`config.mk`:
```
export PLATFORM = sky130hd
export DESIGN_NAME = fadd_sched
export DESIGN_NICKNAME = d
export VERILOG_FILES = /design/src/rtl/fadd_sched.sv
export SDC_FILE = /design/constraint.sdc
export NUM_CORES = 1
export LEC_CHECK = 0
export ABC_AREA = 1
export CAP_MARGIN = 20
export CORE_AREA = 4 4 128 130
export DETAILED_ROUTE_END_ITERATION = 10
export DIE_AREA = 0 0 132 134
export HOLD_SLACK_MARGIN = 0.08
export PLACE_DENSITY = 0.71
export SLEW_MARGIN = 0
export SYNTH_ARGS = -nofsm -noshare
export SYNTH_HDL_FRONTEND = slang
export SYNTH_SLANG_ARGS = --single-unit
```
`constraint.sdc`:
```
create_clock -name clk -period 3.45 [get_ports clk]
set_input_delay 0.345 -clock clk [delete_from_list [all_inputs] [get_ports clk]]
set_output_delay 0.345 -clock clk [all_outputs]
set_load 0.02 [all_outputs]
```
`src/rtl/fadd_sched.sv`:
```
// Two-requester round-robin scheduler in front of a shared LAT-cycle pipelined FP adder.
// Optional grant statistics are enabled with the FADD_SCHED_STATS_EN macro.
module fadd_sched #(
    parameter int N   = 32,
    parameter int LAT = 4
) (
    input  logic         clk,
    input  logic         rst,
    input  logic         req0_valid,
    input  logic         req1_valid,
    input  logic [N-1:0] req0_a,
    input  logic [N-1:0] req0_b,
    input  logic [N-1:0] req1_a,
    input  logic [N-1:0] req1_b,
    output logic         req0_ready,
    output logic         req1_ready,
    output logic [N-1:0] add_a,
    output logic [N-1:0] add_b,
    input  logic [N-1:0] add_out,
    output logic         rsp0_valid,
    output logic         rsp1_valid,
    output logic [N-1:0] rsp0_data,
    output logic [N-1:0] rsp1_data,
    input  logic         drain,
    output logic         idle,
    output logic [15:0]  cnt0,
    output logic [15:0]  cnt1
);

    // ptr = 0 favours requester 0, ptr = 1 favours requester 1
    logic         ptr;
    logic         grant0;
    logic         grant1;
    logic         hs;
    // Stage 0 travels with add_a/add_b; stage LAT lines up with add_out.
    logic [LAT:0] tag_v;
    logic [LAT:0] tag_id;

    always_comb begin
        grant0 = 1'b0;
        grant1 = 1'b0;
        if (!rst && !drain) begin
            grant0 = req0_valid && (!req1_valid || !ptr);
            grant1 = req1_valid && (!req0_valid ||  ptr);
        end
    end

    assign hs         = grant0 | grant1;
    assign req0_ready = grant0;
    assign req1_ready = grant1;

    always_ff @(posedge clk or posedge rst) begin
        if (rst) begin
            ptr    <= 1'b0;
            add_a  <= '0;
            add_b  <= '0;
            tag_v  <= '0;
            tag_id <= '0;
        end else begin
            tag_v  <= {tag_v[LAT-1:0], hs};
            tag_id <= {tag_id[LAT-1:0], grant1};
            if (hs) begin
                ptr   <= grant0;
                add_a <= grant1 ? req1_a : req0_a;
                add_b <= grant1 ? req1_b : req0_b;
            end
        end
    end

    // Both data ports simply mirror the adder; consumers qualify with valid.
    assign rsp0_data  = add_out;
    assign rsp1_data  = add_out;
    assign rsp0_valid = tag_v[LAT] & ~tag_id[LAT];
    assign rsp1_valid = tag_v[LAT] &  tag_id[LAT];
    assign idle       = ~(|tag_v) & ~hs;

`ifdef FADD_SCHED_STATS_EN
    always_ff @(posedge clk or posedge rst) begin
        if (rst) begin
            cnt0 <= '0;
            cnt1 <= '0;
        end else begin
            if (grant0 && cnt0 != 16'hFFFF) cnt0 <= cnt0 + 16'd1;
            if (grant1 && cnt1 != 16'hFFFF) cnt1 <= cnt1 + 16'd1;
        end
    end
`else
    assign cnt0 = '0;
    assign cnt1 = '0;
`endif

endmodule

```
==> summary by stage <==
Outcome
The run finished with clean final reports.

Pwr
The internal power component is 2.21 mW. Power spread over the standard cell area amounts to 506 nW/um^2. The worst-case IR drop observed on VDD is roughly 220 uV. The fraction of power spent switching nets is 34.1%.

The part of the total power dissipated in combinational logic is 37.0%. The share of total power dissipated in sequential elements is a little over a third. The clock share of power is roughly 28%.

The net switching power is 1.14 mW. The cell leakage power is 3.57 nW.

Global route
The peak-usage layer in the global routing report is met2. The global-route wire length before repair is 22,200 um. Global routing used 15.8% of the available tracks across all layers. The number of antenna violations at the first check in global routing is 1.

Global routing consumed, on the met1 layer, 18.4% of the routing resources. The total overflow left after global routing is 0. Global routing used under 10% of the available met3 tracks. Entering global routing, the biggest net connects 70 pins. The number of global-route vias before repair is 4,119. The met2 capacity usage during global routing is 26.8%.

STA
The post-layout minimum cycle time is 2.70 ns. The least setup slack across all paths after layout is 0.747 ns. Setup total negative slack on the finished layout was measured at 0 ns. The count of endpoints failing hold in the final timing report came to 0. The worst-case headroom to the max-slew limit is 52.0%.

Based on the critical path, the design can be clocked at up to 370 MHz. The total setup violations reported at the end of the flow is 0. Across the routed clock network, the largest skew measured is 0.00507 ns.

The final count of pins violating max slew was 0. Setup repair after global routing left no endpoint under its margin. At the pin with the least slew margin, the transition time is approximately 0.72 ns.

In the finished design, the share of the clock period the worst path needs comes to 78.3%.

Floorplanning
The vertical die dimension is about 130 um. The die area is 17,700 um^2. The core box area is 15,100 um^2.

Measured along the x axis, the die boundary spans approximately 130 um. For this configuration, the core starts out at a cell density of 32.2%. The top-level port count is 330. The number of standard-cell rows in the floorplan is 45.

Setup path
The worst path arrival time is 2.36 ns. The worst setup path is captured at a primary output. The worst setup path is launched from a primary input. The data required time of the critical path is 3.11 ns. The maximum net fanout on the critical path is 18. By startpoint and endpoint, the worst setup path is classified as primary input to primary output.

Clock network
The number of buffers on the longest clock path is 2. Post-CTS timing repair inserted 0 buffers for setup. After clock tree synthesis, the clock-pin slew on the worst setup and hold paths is 0.06 ns. The H-tree was split into 3 levels. The clock tree from TritonCTS is yes.

Once the clock tree was built, the resizer swapped 0 gates to a different size. The clock reaches the later pin of the worst-skew pair after approximately 0.34 ns. The clock drives 75 sinks.

The number of buffers created by CTS is 9. Buffers inserted to repair hold after CTS numbered 0. The clock root buffer is clkbuf_16.

Finish
From synthesis to final layout, the design area changed by 36.4%. The final layout contains 960 nets. The fraction of layout cells with a size suffix above 1 is under 10%. The most common cell after layout, fill and taps aside is clkdlybuf4s50_1.

The filler cell count is 1,555. The utilization of the core after routing is 43.9%. The repair_antennas step left the layout with diodes totalling 0. Leaving out fill and tap cells, the most frequent cells in the layout are 200 x clkdlybuf4s50_1, 194 x nand2_1, 133 x inv_1.

Yosys
The total of warnings raised by yosys is 0. The number of different library cells used by synthesis comes to 16. The mean post-synth cell area is 7.15 um^2. The most used flip-flop cell after synthesis is dfrtp_1. The number of synthesized register bits is 75. Synthesis handed over a netlist of approximately 680 instances. The register area share after synthesis is ~39%. After synthesis, the share of flip-flops with an asynchronous set or reset is 100%. Yosys mapped a number of flops with a built-in enable equal to 0. The cell area after synthesis is just under 5000 um^2.

Route
The per-cell routed wire length is 14.6 um. The iteration-0 DRC count of the detailed router is 210. The detailed router placed 4,429 vias in this run.

For this run, design rule violations remaining after detail routing come to 0. Using the TritonRoute via totals, the vias-per-cell ratio works out to 4.48. The post-detailed-routing wire length is 14,400 um. The number of iterations in the first detailed-routing pass is 4. The remaining antenna violation count after routing is 0.

Run
The number of violations of the max-capacitance limit is 0.

Placed design
The congestion estimate from routability-driven global placement came to 0.786. The setup slack after placement is 0.667 ns. Input and output buffers added on the ports amount to about 200. The placed wire-length estimate after detailed placement is 10,000 um.

Min path
The type of the most critical hold path is primary input to async pin.
final timing paths:
path | cells after the start | startpoint | endpoint | slack, ns
worst min-delay path | 2 | rst | add_a[16] | 0.30
max in group asynchronous | 3 | rst | add_b[21] | 2.56
worst max-delay path | 6 | rst | idle | 0.75
min in group clk | 0 | tag_id[3] | tag_id[4] | 0.35
worst min register to register | 0 | tag_id[3] | tag_id[4] | 0.35
worst max register to register | 7 | ptr | add_a[31] | 1.34
metal layers:
layer,vias up,share of wire [%]
met2,193,49
met1,2012,40
met4,2,2.9
met3,43,8.0
met5,-,0.056
li1,2179,-
cell type report:
class / instances / area (um^2) / share of cell area, %
Timing Repair Buffer: 209 / 2090 / 31.5
Sequential cell: 75 / 1880 / 28.2
Multi-Input combinational cell: 365 / 1640 / 24.7
Inverter: 135 / 508 / 7.65
Tap cell: 188 / 235 / 3.54
Clock buffer: 9 / 225 / 3.39
Clock inverter: 7 / 68.8 / 1.04
kinds of logic after synthesis:
group | count (synthesis) | share of synthesized area [%]
compound gates | 1 | 0.103
buf+inv | 272 | 30.3
flops | 75 | 38.5
other cells | 1 | 0.0770
simple gates | 332 | 31.0
synthesized netlist by cell type (2+ instances only):
cell / instances / share of area, %
buf_4: 98 / 15
nand2_1: 195 / 15
nand4_1: 64 / 8.2
dfrtp_1: 75 / 39
nand3_1: 65 / 6.7
nand3_2: 2 / 0.41
inv_1: 134 / 10
buf_6: 6 / 1.4
nor2_1: 4 / 0.31
buf_2: 32 / 3.3
power groups by stage:
stage          clock [mW]  sequential (mW)  combinational (mW)
3_5_place_dp            0             1.20                1.26
2_1_floorplan           0             1.43               0.516
6_report            0.928             1.19                1.24
3_3_place_gp            0             1.20                1.25
5_1_grt              1.00             1.21                1.35
4_1_cts             0.961             1.19                1.26
through the flow:
step	power [mW]	instance area [um^2]	hold WS, ns	instances
after global placement	2.45	6350	0.333	972
final	3.36	6640	0.296	988
after CTS	3.41	6640	0.289	988
after detailed placement	2.46	6350	0.335	972
after global routing	3.56	6640	0.298	988
after floorplan	1.94	4990	0.331	712
critical path, stage by stage:
cell,delay (ns)
clkdlybuf4s50_1,0.47
nor2_4,0.16
nand3_2,0.35
nand2_2,0.41
nor2_1,0.08
clkdlybuf4s50_1,0.54
registers in the layout, indices dropped and copies added, names as in the netlist:
register  count
ptr           1
add_b        32
add_a        32
tag_v         5
tag_id        5
Power figures use the tool's default switching activity.
